File: src/rtl/add_result_buffer.sv
// ============================================================================
// Module   : add_result_buffer
// Function : Credit-tracked result FIFO behind the non-stalling 32-bit adder.
//            Optional macro ADD_RESULT_SAT_EN stores carry-out results
//            saturated to all ones.
// Revision : 1.0 - initial release
// ============================================================================
`default_nettype none

module add_result_buffer #(
  parameter int DEPTH = 8,
  parameter int WIDTH = 32
) (
  input  logic                         clk,
  input  logic                         rstn,
  input  logic                         i_issue_valid,
  output logic                         o_issue_ok,
  input  logic                         i_res_valid,
  input  logic [WIDTH-1:0]             i_res_sum,
  input  logic                         i_res_cout,
  output logic                         o_m_valid,
  input  logic                         i_m_ready,
  output logic [WIDTH-1:0]             o_m_sum,
  output logic                         o_m_cout,
  output logic [$clog2(DEPTH+1)-1:0]   o_level,
  output logic                         o_err
);

  localparam int c_PTR_W = $clog2(DEPTH);
  localparam int c_LVL_W = $clog2(DEPTH + 1);

  logic [WIDTH:0]       r_mem [DEPTH];
  logic [c_PTR_W-1:0]   r_wptr;
  logic [c_PTR_W-1:0]   r_rptr;
  logic [c_LVL_W-1:0]   r_level;
  logic [c_LVL_W-1:0]   r_inflight;
  logic                 r_err;

  logic                 w_full;
  logic                 w_pop;
  logic                 w_push;
  logic                 w_issue_acc;
  logic                 w_dec;
  logic [c_LVL_W:0]     w_credits;
  logic [WIDTH:0]       w_entry;
  logic [WIDTH:0]       w_head;

  assign w_full      = (r_level == c_LVL_W'(DEPTH));
  assign o_m_valid   = (r_level != '0);
  assign w_pop       = o_m_valid & i_m_ready;
  // A full buffer still accepts a result when the head leaves in the same cycle.
  assign w_push      = i_res_valid & (~w_full | w_pop);
  assign w_credits   = {1'b0, r_level} + {1'b0, r_inflight};
  assign o_issue_ok  = (w_credits < (c_LVL_W + 1)'(DEPTH));
  assign w_issue_acc = i_issue_valid & o_issue_ok;
  assign w_dec       = i_res_valid & (r_inflight != '0);

`ifdef ADD_RESULT_SAT_EN
  assign w_entry = i_res_cout ? {1'b1, {WIDTH{1'b1}}} : {1'b0, i_res_sum};
`else
  assign w_entry = {i_res_cout, i_res_sum};
`endif

  assign w_head   = r_mem[r_rptr];
  assign o_m_sum  = o_m_valid ? w_head[WIDTH-1:0] : '0;
  assign o_m_cout = o_m_valid ? w_head[WIDTH] : 1'b0;
  assign o_level  = r_level;
  assign o_err    = r_err;

  always_ff @(posedge clk) begin
    if (w_push) begin
      r_mem[r_wptr] <= w_entry;
    end
  end

  always_ff @(posedge clk) begin
    if (!rstn) begin
      r_wptr     <= '0;
      r_rptr     <= '0;
      r_level    <= '0;
      r_inflight <= '0;
      r_err      <= 1'b0;
    end else begin
      if (w_push) r_wptr <= r_wptr + c_PTR_W'(1);
      if (w_pop)  r_rptr <= r_rptr + c_PTR_W'(1);

      case ({w_push, w_pop})
        2'b10:   r_level <= r_level + c_LVL_W'(1);
        2'b01:   r_level <= r_level - c_LVL_W'(1);
        default: r_level <= r_level;
      endcase

      case ({w_issue_acc, w_dec})
        2'b10:   r_inflight <= r_inflight + c_LVL_W'(1);
        2'b01:   r_inflight <= r_inflight - c_LVL_W'(1);
        default: r_inflight <= r_inflight;
      endcase

      if ((i_issue_valid & ~o_issue_ok) |
          (i_res_valid & w_full & ~w_pop) |
          (i_res_valid & (r_inflight == '0))) begin
        r_err <= 1'b1;
      end
    end
  end

endmodule

`default_nettype wire
File: config.mk
export PLATFORM = sky130hd
export DESIGN_NAME = add_result_buffer
export DESIGN_NICKNAME = d
export VERILOG_FILES = /design/src/rtl/add_result_buffer.sv
export SDC_FILE = /design/constraint.sdc
export NUM_CORES = 1
export LEC_CHECK = 0
export ABC_AREA = 1
export BUFFER_PORTS_ARGS = -buffer_cell sky130_fd_sc_hd__buf_2
export CAP_MARGIN = 15
export CORE_MARGIN = 10
export CORE_UTILIZATION = 30
export CTS_CLUSTER_SIZE = 10
export DETAILED_ROUTE_END_ITERATION = 16
export HOLD_SLACK_MARGIN = 0.02
export SETUP_SLACK_MARGIN = 0.02
export SYNTH_ARGS = -nofsm -noshare
export SYNTH_HDL_FRONTEND = slang
export SYNTH_SLANG_ARGS = --single-unit
File: constraint.sdc
create_clock -name clk -period 3 [get_ports clk]
set_input_delay 0.3 -clock clk [delete_from_list [all_inputs] [get_ports clk]]
set_output_delay 0.3 -clock clk [all_outputs]
set_load 0.01 [all_outputs]
==> results.toml <==
[yosys]
syn_area_um2 = 11400
syn_area_per_cell_um2 = 12.8
netlist.area_leader.share_pct = 69.6
yosysSeqAreaShare_pct = 72.8
synthFlopType = "edfxtp_1"
synth_edf_count = 264
synth_cell_types = 28
yosys_warnings = 0
ys_ff_latch = 282
synthCells = 892
synthTopCellsByArea = "edfxtp_1, nor2_1, o21ai_1, o21ai_0, dfxtp_1"
synth-async-reset-ratio_pct = 0
synth_top_cell_by_area = "edfxtp_1"
synth_fp_nets = 942

[setup_path]
slowest_stage = "buf_12"
crit_path_start_kind = "flip-flop"
cp.arrival_ns = 2.35
required_ns = 2.70
critPathMaxStageDelay_ns = 0.48
crit_family = "buffers and inverters"
crit_buf_inv = 2
crit_fanout = 132
endpoint_kind = "output pin"
setup.worst_path.class = "reg2out"
cp_cell_sequence = "buf_12 -> nor2_1 -> nor2_1 -> o21ai_1 -> o21ai_1 -> o21ai_1 -> nor2_1 -> buf_2"

[layout]
layout.nets = 1023
syn2layout_area_growth_pct = 17.4
stdcell_count = 1494
drive_gt1_share_pct = 14.9
fin_area_um2 = 13400

[timing]
clock.fmax_mhz = 377
rsz0062_at_grt = "false"
skew_ns = 0.0135
hold_viol = 0
tightest_slew_ns = 0.682
drv_slew = 0
slew_headroom_pct = 54.5
period_minus_slack_ns = 2.65
period_share_pct = 88.5
setup_viol = 0
finalSetupTns_ns = 0

[power_and_ir_drop]
vdd_drop_max_mv = 0.394
leakage_nw = 4.58
powerDensity_nw_per_um2 = 865

[die]
core_um2 = 37600
fp.dieH_um = 215
ios = 78
rows = 71
initial_core_util_pct = 30.3
die_w_um = 215
die-area_um2 = 46100

[run]
cap_violations = 0

[drt]
drt_iter0_drc = 529
antenna_left = 0
avgRoutedWirePerCell_um = 17.7
dr.pass1.iters = 7
drc = 0
via_per_inst = 4.69
via_count = 7005
wirelength_um = 26400

[clock_tree]
hold_buffers = 0
clockBufferDepth = 3
htreeDepth = 2
clk_pin_slew_ns = 0.05
cts_root_buf = "clkbuf_16"
cts.sinks = 282
cts_setup_buffers = 0
clock_latency_ns = 0.50
cts_tree = "built"
ctsResizeCount = 0
cts-buffers-inserted = 34

[global_route]
grt_max_degree = 133
grt.total_usage_pct = 11.2
grt_pass1_wl_um = 41100
antenna_found_initial = 4
grt_pass1_vias = 7067
grt_overflow_total = 0

[run_status]
outcome = "finished, final reports clean"

[place]
dpl_cell_area_um2 = 12400
dpl.cell_count = 1448
dp_hpwl_um = 14700
gp_congestion = 0.759
portBuffers = 77

[worst_hold_path]
holdCritPathClass = "in2reg"
## cell usage in the layout (no fill, tap or decap), drive strengths merged
cell | netlist | layout
o21ai | 175 | 175
a21oi | 16 | 16
buf | 31 | 96
nand2 | 26 | 26
xor2 | 1 | 1
xnor2 | 2 | 2
diode | 0 | 1
fa | 1 | 1
nor2 | 217 | 217
bufinv | 0 | 1
and2 | 2 | 2
o22ai | 33 | 33
clkbuf | 20 | 42
or2 | 1 | 1
nand3 | 7 | 7
a21boi | 1 | 1
ha | 11 | 11
o21bai | 1 | 1
inv | 28 | 28
dfxtp | 18 | 18
edfxtp | 264 | 264
mux2i | 33 | 33
clkinv | 0 | 2
nor3 | 1 | 1
nand4 | 3 | 3
## where the power goes
group,internal [mW],switching (mW)
logic,1.14,2.11
registers,4.51,0.165
clock network,2.19,1.45
## through the flow
| step | setup slack [ns] | hold WS [ns] | total power [mW] | utilization [%] |
|---|---|---|---|---|
| after floorplan | 0.255 | 0.399 | 6.95 | - |
| after global placement | 0.576 | 0.461 | 8.03 | 33.0 |
| after detailed placement | 0.546 | 0.463 | 8.07 | 33.0 |
| after CTS | 0.326 | 0.0435 | 11.7 | 35.6 |
| after global routing | 0.168 | 0.0597 | 12.3 | 35.6 |
| final | 0.346 | 0.0559 | 11.6 | 35.6 |
## logic make-up (layout without fill, tap and decap cells)
kind of cell / after synthesis / after routing / synth area share [%]
other: 0 / 1 / 0
adder cells (fa/ha/maj): 12 / 12 / 1.38
AO/OA/AOI/OAI: 226 / 226 / 10.3
buffers and inverters: 79 / 169 / 3.64
flip-flops: 282 / 282 / 72.8
multiplexers: 33 / 33 / 2.90
AND/OR/NAND/NOR: 257 / 257 / 8.69
XOR/XNOR: 3 / 3 / 0.231
## metal layers
layer	GRT usage [%]	vias up	share of wire (%)
met5	0	-	0.080
met1	13.8	3424	43
li1	-	3379	-
met3	2.13	42	5.0
met4	4.21	4	2.4
met2	19.0	156	50
## final timing paths
path	to	slack, ns	start	cells past startpoint
worst min-delay path	r_mem[7][10]	0.06	i_res_sum[10]	1
worst max-delay path	o_m_sum[30]	0.35	flip-flop	8
worst max register to register	r_inflight[2]	0.54	o_level[3]	13
worst min register to register	r_rptr[2]	0.48	r_rptr[2]	2
## final cells by class
type                       count  area, um^2
fill                        3592       24200
clock buffer                  42         902
inverter                      28         108
antenna                        1        2.50
multi-input combinational    531        2740
timing repair buffer          96         616
tap                          511         639
clock inverter                 3        62.6
sequential                   282        8300
## cells in the mapped netlist (2+ instances only)
library cell and n:
nand2_1 26, dfxtp_1 18, clkbuf_1 20, mux2i_1 33
and2_1 2, nand3_1 7, inv_1 27, buf_2 16
ha_1 11, a21oi_1 16, buf_4 3, nand4_1 3
o21ai_0 87, o21ai_1 88, xnor2_1 2, nor2_1 217
buf_6 9, buf_1 2, o22ai_1 33, edfxtp_1 264
## flip-flops by register name, indices dropped and copies added, names as in the netlist, named ones only
register,flops
o_err,1
o_level,4
r_inflight,4
r_mem,264
r_rptr,3
r_wptr,3
(Power assumes the default switching activity.)
